==> config.mk <==
export PLATFORM = sky130hd
export DESIGN_NAME = fetch_seq
export DESIGN_NICKNAME = d
export VERILOG_FILES = /design/src/rtl/fetch_seq.sv
export SDC_FILE = /design/constraint.sdc
export NUM_CORES = 1
export LEC_CHECK = 0
export ABC_CLOCK_PERIOD_IN_PS = 5000
export CAP_MARGIN = 20
export CORE_ASPECT_RATIO = 1.4
export CORE_MARGIN = 5
export CORE_UTILIZATION = 30
export DETAILED_ROUTE_END_ITERATION = 8
export PLACE_DENSITY = 0.66
export SYNTH_ARGS = -nofsm -noshare
export SYNTH_HDL_FRONTEND = slang
export SYNTH_SLANG_ARGS = --single-unit
==> constraint.sdc <==
create_clock -name CLK -period 5 [get_ports CLK]
set_input_delay 1.5 -clock CLK [delete_from_list [all_inputs] [get_ports CLK]]
set_output_delay 1.5 -clock CLK [all_outputs]
set_load 0.02 [all_outputs]
==> src/rtl/fetch_seq.sv <==
// rtl/fetch_seq.sv - phase sequencer and instruction-fetch stage for the 16-bit multi-cycle CPU
//
// Owns the program counter and the instruction register, and drives the
// one-hot phase bus. One instruction is fetched per PH0..PH3 round over a
// request/acknowledge memory port. The next PC is committed in PH3.
//
// Ports:
//   CLK, RST     clock and synchronous active-high reset
//   imem_req     registered fetch request (PH0 only)
//   imem_addr    fetch address, wire copy of pc
//   imem_rdata   instruction word, taken when imem_req && imem_ack
//   imem_ack     memory acknowledge, ignored while imem_req is 0
//   q            ALU result, valid in PH3
//   pc_ld        load pc from q in PH3
//   halt         stop after the current PH3
//   pc, ir       program counter, instruction register
//   ph           one-hot phase (0000 when halted)
//   halted       sequencer stopped
//   fetch_err    sticky fetch-timeout flag
//   icount       retired-instruction counter
module fetch_seq #(
  parameter logic [15:0] RESET_PC = 16'h0000,
  parameter int unsigned TIMEOUT  = 255
) (
  input  logic        CLK,
  input  logic        RST,
  output logic        imem_req,
  output logic [15:0] imem_addr,
  input  logic [15:0] imem_rdata,
  input  logic        imem_ack,
  input  logic [15:0] q,
  input  logic        pc_ld,
  input  logic        halt,
  output logic [15:0] pc,
  output logic [15:0] ir,
  output logic [3:0]  ph,
  output logic        halted,
  output logic        fetch_err,
  output logic [15:0] icount
);

  typedef enum logic [2:0] {
    S_PH0  = 3'd0,
    S_PH1  = 3'd1,
    S_PH2  = 3'd2,
    S_PH3  = 3'd3,
    S_HALT = 3'd4
  } state_e;

  localparam logic [16:0] TIMEOUT_C = 17'(TIMEOUT);

  state_e      state_q, state_d;
  logic        req_q, req_d;
  logic [15:0] pc_q, pc_d;
  logic [15:0] ir_q, ir_d;
  logic        err_q, err_d;
  logic [15:0] icount_q, icount_d;
  logic [15:0] tcnt_q, tcnt_d;

  logic fetch_ok;
  logic fetch_wait;
  logic tmo_hit;

  assign fetch_ok   = (state_q == S_PH0) && req_q && imem_ack;
  assign fetch_wait = (state_q == S_PH0) && req_q && !imem_ack;
  // Trip on the edge where the wait counter would reach TIMEOUT, i.e. after
  // TIMEOUT consecutive unacknowledged request cycles.
  assign tmo_hit    = fetch_wait && (({1'b0, tcnt_q} + 17'd1) == TIMEOUT_C);

  // State and datapath registers
  always_ff @(posedge CLK) begin
    if (RST) begin
      state_q  <= S_PH0;
      req_q    <= 1'b0;
      pc_q     <= RESET_PC;
      ir_q     <= 16'h0000;
      err_q    <= 1'b0;
      icount_q <= 16'h0000;
      tcnt_q   <= 16'h0000;
    end else begin
      state_q  <= state_d;
      req_q    <= req_d;
      pc_q     <= pc_d;
      ir_q     <= ir_d;
      err_q    <= err_d;
      icount_q <= icount_d;
      tcnt_q   <= tcnt_d;
    end
  end

  // Next-state logic
  always_comb begin
    state_d = state_q;
    case (state_q)
      S_PH0: begin
        if (fetch_ok)     state_d = S_PH1;
        else if (tmo_hit) state_d = S_HALT;
      end
      S_PH1:   state_d = S_PH2;
      S_PH2:   state_d = S_PH3;
      S_PH3:   state_d = halt ? S_HALT : S_PH0;
      default: state_d = S_HALT;
    endcase
  end

  // Datapath next values and output decode
  always_comb begin
    req_d    = req_q;
    pc_d     = pc_q;
    ir_d     = ir_q;
    err_d    = err_q;
    icount_d = icount_q;
    tcnt_d   = tcnt_q;
    ph       = 4'b0000;
    case (state_q)
      S_PH0: begin
        ph = 4'b0001;
        if (!req_q) begin
          req_d = 1'b1;
        end else if (imem_ack) begin
          ir_d   = imem_rdata;
          pc_d   = pc_q + 16'd1;
          req_d  = 1'b0;
          tcnt_d = 16'h0000;
        end else begin
          tcnt_d = tcnt_q + 16'd1;
          if (tmo_hit) begin
            err_d = 1'b1;
            req_d = 1'b0;
          end
        end
      end
      S_PH1: ph = 4'b0010;
      S_PH2: ph = 4'b0100;
      S_PH3: begin
        ph       = 4'b1000;
        pc_d     = pc_ld ? q : pc_q;
        icount_d = icount_q + 16'd1;
        // Raising the request on the PH3 edge avoids an idle cycle in PH0.
        req_d    = !halt;
      end
      default: ph = 4'b0000;
    endcase
  end

  assign imem_req  = req_q;
  assign imem_addr = pc_q;
  assign pc        = pc_q;
  assign ir        = ir_q;
  assign halted    = (state_q == S_HALT);
  assign fetch_err = err_q;
  assign icount    = icount_q;

endmodule

==> flow_summary.toml <==
[run_status]
outcome = "finished clean"

[die]
design.core.area_sq_um = 11900
row_count = 47
die_h_microns = 140
die_w_microns = 103
io_pins = 108
initial_core_util = 0.307
die-area_sq_um = 14500

[route]
num_vias = 3544
wirelength_microns = 9750
viasPerCell = 5.05
drc = 0
drtIter0Drc = 149
wire_per_inst_microns = 13.9
ant_nets = 0
firstDrtPassIters = 4

[clock_tree]
clock_path_buffers = 2
path_clk_slew_ns = 0.06
cts_tree = "yes"
cts.sinks = 69
cts_max_level = 3
cts_buffers = 9
ctsHoldBuffers = 0
post_cts_resized = 0
cts_root_buffer = "clkbuf_16"
clock_latency_ns = 0.33
cts_setup_buffers = 0

[timing]
slew_headroom = 0.462
fin_setup_tns_ns = 0
fin_skew_ns = 0.00707
period_share = 0.751
max_freq_mhz = 266
slew_viol_final = 0
setup-violations-final = 0
layout_min_cycle_time_ns = 3.76
worst_pin_slew_ns = 0.800
grt_setup_unrepaired = "no"
hold_viol = 0

[setup_path]
r2r_setup_slack_ns = 2.32
worstReg2RegStart = "tcnt_q[0]$_SDFFE_PP0P_"
endpoint_kind = "output port"
critPathRequiredTime_ns = 3.50
critical_path.cell_chain = "nand3b_1 > buf_4 > inv_2 > clkdlybuf4s50_1"
reg2reg_depth = 7
cp.arrival_ns = 2.26
worstReg2RegEnd = "state_q[2]$_SDFFE_PP0P_"
crit_type = "reg -> out"
slowest_delay_ns = 0.69
startpoint_type = "flop"
critPathMaxFanout = 29
crit_slowest_cell = "clkdlybuf4s50_1"

[logic_synthesis]
netlist.area_leader.share = 0.379
yosysUniqueCellTypes = 53
postSynthAreaPerCell_sq_um = 7.68
synth_nets = 515
ys_seq_elements = 69
async_reset_ff_frac = 0
synthCells = 474
synthTopCellsByCount = "nand2_1 (76), dfxtp_1 (69), a21oi_1 (55)"
synth_flop_cell = "dfxtp_1"
synth_top_cell_by_area = "dfxtp_1"
ys_warn_count = 0
synth_edf_count = 0
synthTopCellsByArea = "dfxtp_1 (38%), nand2_1 (7.8%), a21oi_1 (7.6%)"
yosys.cell_count.top_type = "nand2_1"
syn_area_sq_um = 3640
ys_seq_area_frac = 0.379

[placement]
gp_congestion = 0.903
place.detailed.hpwl_microns = 6940
numPortBuffers = 107
place_area_sq_um = 4630

[global_route]
grt-ovfl-total = 0
grt_antenna_before_repair = 0
grt_max_degree = 43
grt_first_pass_wirelength_microns = 16000
grt_pass1_vias = 3416
grtUsageTotal = 0.135

[finish]
syn2layout_area_growth_pct = 36.3
nets = 591
fillerInstances = 1223
final_area_sq_um = 4970
diodes = 0
drive_gt1_frac = 0.0685
multiInputGateArea_sq_um = 1950
final_util = 0.418
regArea_sq_um = 1380

[pwr]
vdd.ir_drop.worst_mv = 0.163
p_leak_uw = 0.00166
fin_total_pwr_uw = 1500
p_per_area_nw_per_um2 = 301

[job]
maxCapViolations = 0

[hold_path]
whs_endpoint = "ir[2]$_SDFFE_PP0P_"
min-delay-start = "ir[2]$_SDFFE_PP0P_"
hold_class = "reg -> reg"
hold_depth = 2
==> flip-flops by register name (all words and copies together) (netlist names) <==
| register | count |
|---|---|
| tcnt_q | 16 |
| ir | 16 |
| icount | 16 |
| imem_addr | 16 |
| fetch_err | 1 |
| state_q | 3 |
| imem_req | 1 |
==> worst max-delay path by stage <==
stage	startpoint	to
after floorplan	imem_ack	imem_addr[11]$_SDFFE_PP0P_
after global placement	imem_ack	ir[15]$_SDFFE_PP0P_
after detailed placement	imem_ack	ir[0]$_SDFFE_PP0P_
after CTS	state_q[1]$_SDFFE_PP0P_	ph[3]
after global routing	state_q[0]$_SDFFE_PP0P_	ph[3]
final	state_q[1]$_SDFFE_PP0P_	ph[3]
==> cell usage in the layout (no fill, tap or decap), drive strengths merged, types with 4 or more instances in the layout <==
cell type,Yosys,routed
clkbuf,20,9
or2,5,5
or3,7,7
o31ai,4,4
nor3,7,7
o22ai,4,4
mux2i,5,5
and2,4,4
xor2,12,12
buf,25,5
dfxtp,69,69
nand4,9,9
a21oi,55,55
inv,6,10
and3,5,5
a22oi,7,7
nor4,7,7
a211oi,8,8
nand2,77,77
clkdlybuf4s50,0,106
nor2,48,48
nand3,24,24
o21ai,29,29
xnor2,7,7
ha,4,4
==> where the power goes <==
part           total [uW]  switching [uW]  leakage, uW  internal (uW)
logic                 205             115     0.000941           90.9
clock network         701             258     0.000157            444
registers             589            21.4     0.000558            568
==> worst max-delay path: cells and delay by family, from the launching register on <==
| family | cells | cell delay, ns |
|---|---|---|
| buf+inv | 3 | 1.30 |
| simple gates | 1 | 0.11 |
| flops | 1 | 0.50 |
==> cells by family (layout without fill, tap and decap cells) <==
logic type / count (synthesis) / after routing / share of synthesized area
and+or+nand+nor: 209 / 209 / 0.279
AOI/OAI and AO/OA: 115 / 115 / 0.179
DFF: 69 / 69 / 0.379
buffers and inverters: 52 / 133 / 0.0852
xor gates and xnor gates: 19 / 19 / 0.0457
muxes: 6 / 6 / 0.0179
adders and majority gates: 4 / 4 / 0.0137
==> routing by layer <==
layer / GRT usage / up-vias / wire [microns]
met3: 0.0348 / 13 / 620
met4: 0.0477 / 0 / 170
met5: 0 / - / 0
met2: 0.236 / 85 / 4830
met1: 0.155 / 1657 / 4120
li1: - / 1789 / -
==> final cells by class <==
class	instances	area share
sequential	69	0.278
tap	147	0.0370
clock buffer	9	0.0454
timing repair buffer	111	0.221
multi-input combinational	353	0.394
inverter	6	0.00454
clock inverter	7	0.0207
==> metrics by stage <==
step	hold WS [ns]	instances	setup WS, ns
finish	0.458	702	1.24
floorplan	0.453	474	2.18
global route	0.486	702	1.05
global placement	0.446	685	1.24
CTS	0.459	701	1.21
detailed placement	0.450	685	1.06
Note: power is estimated with default switching activity, not from simulation.
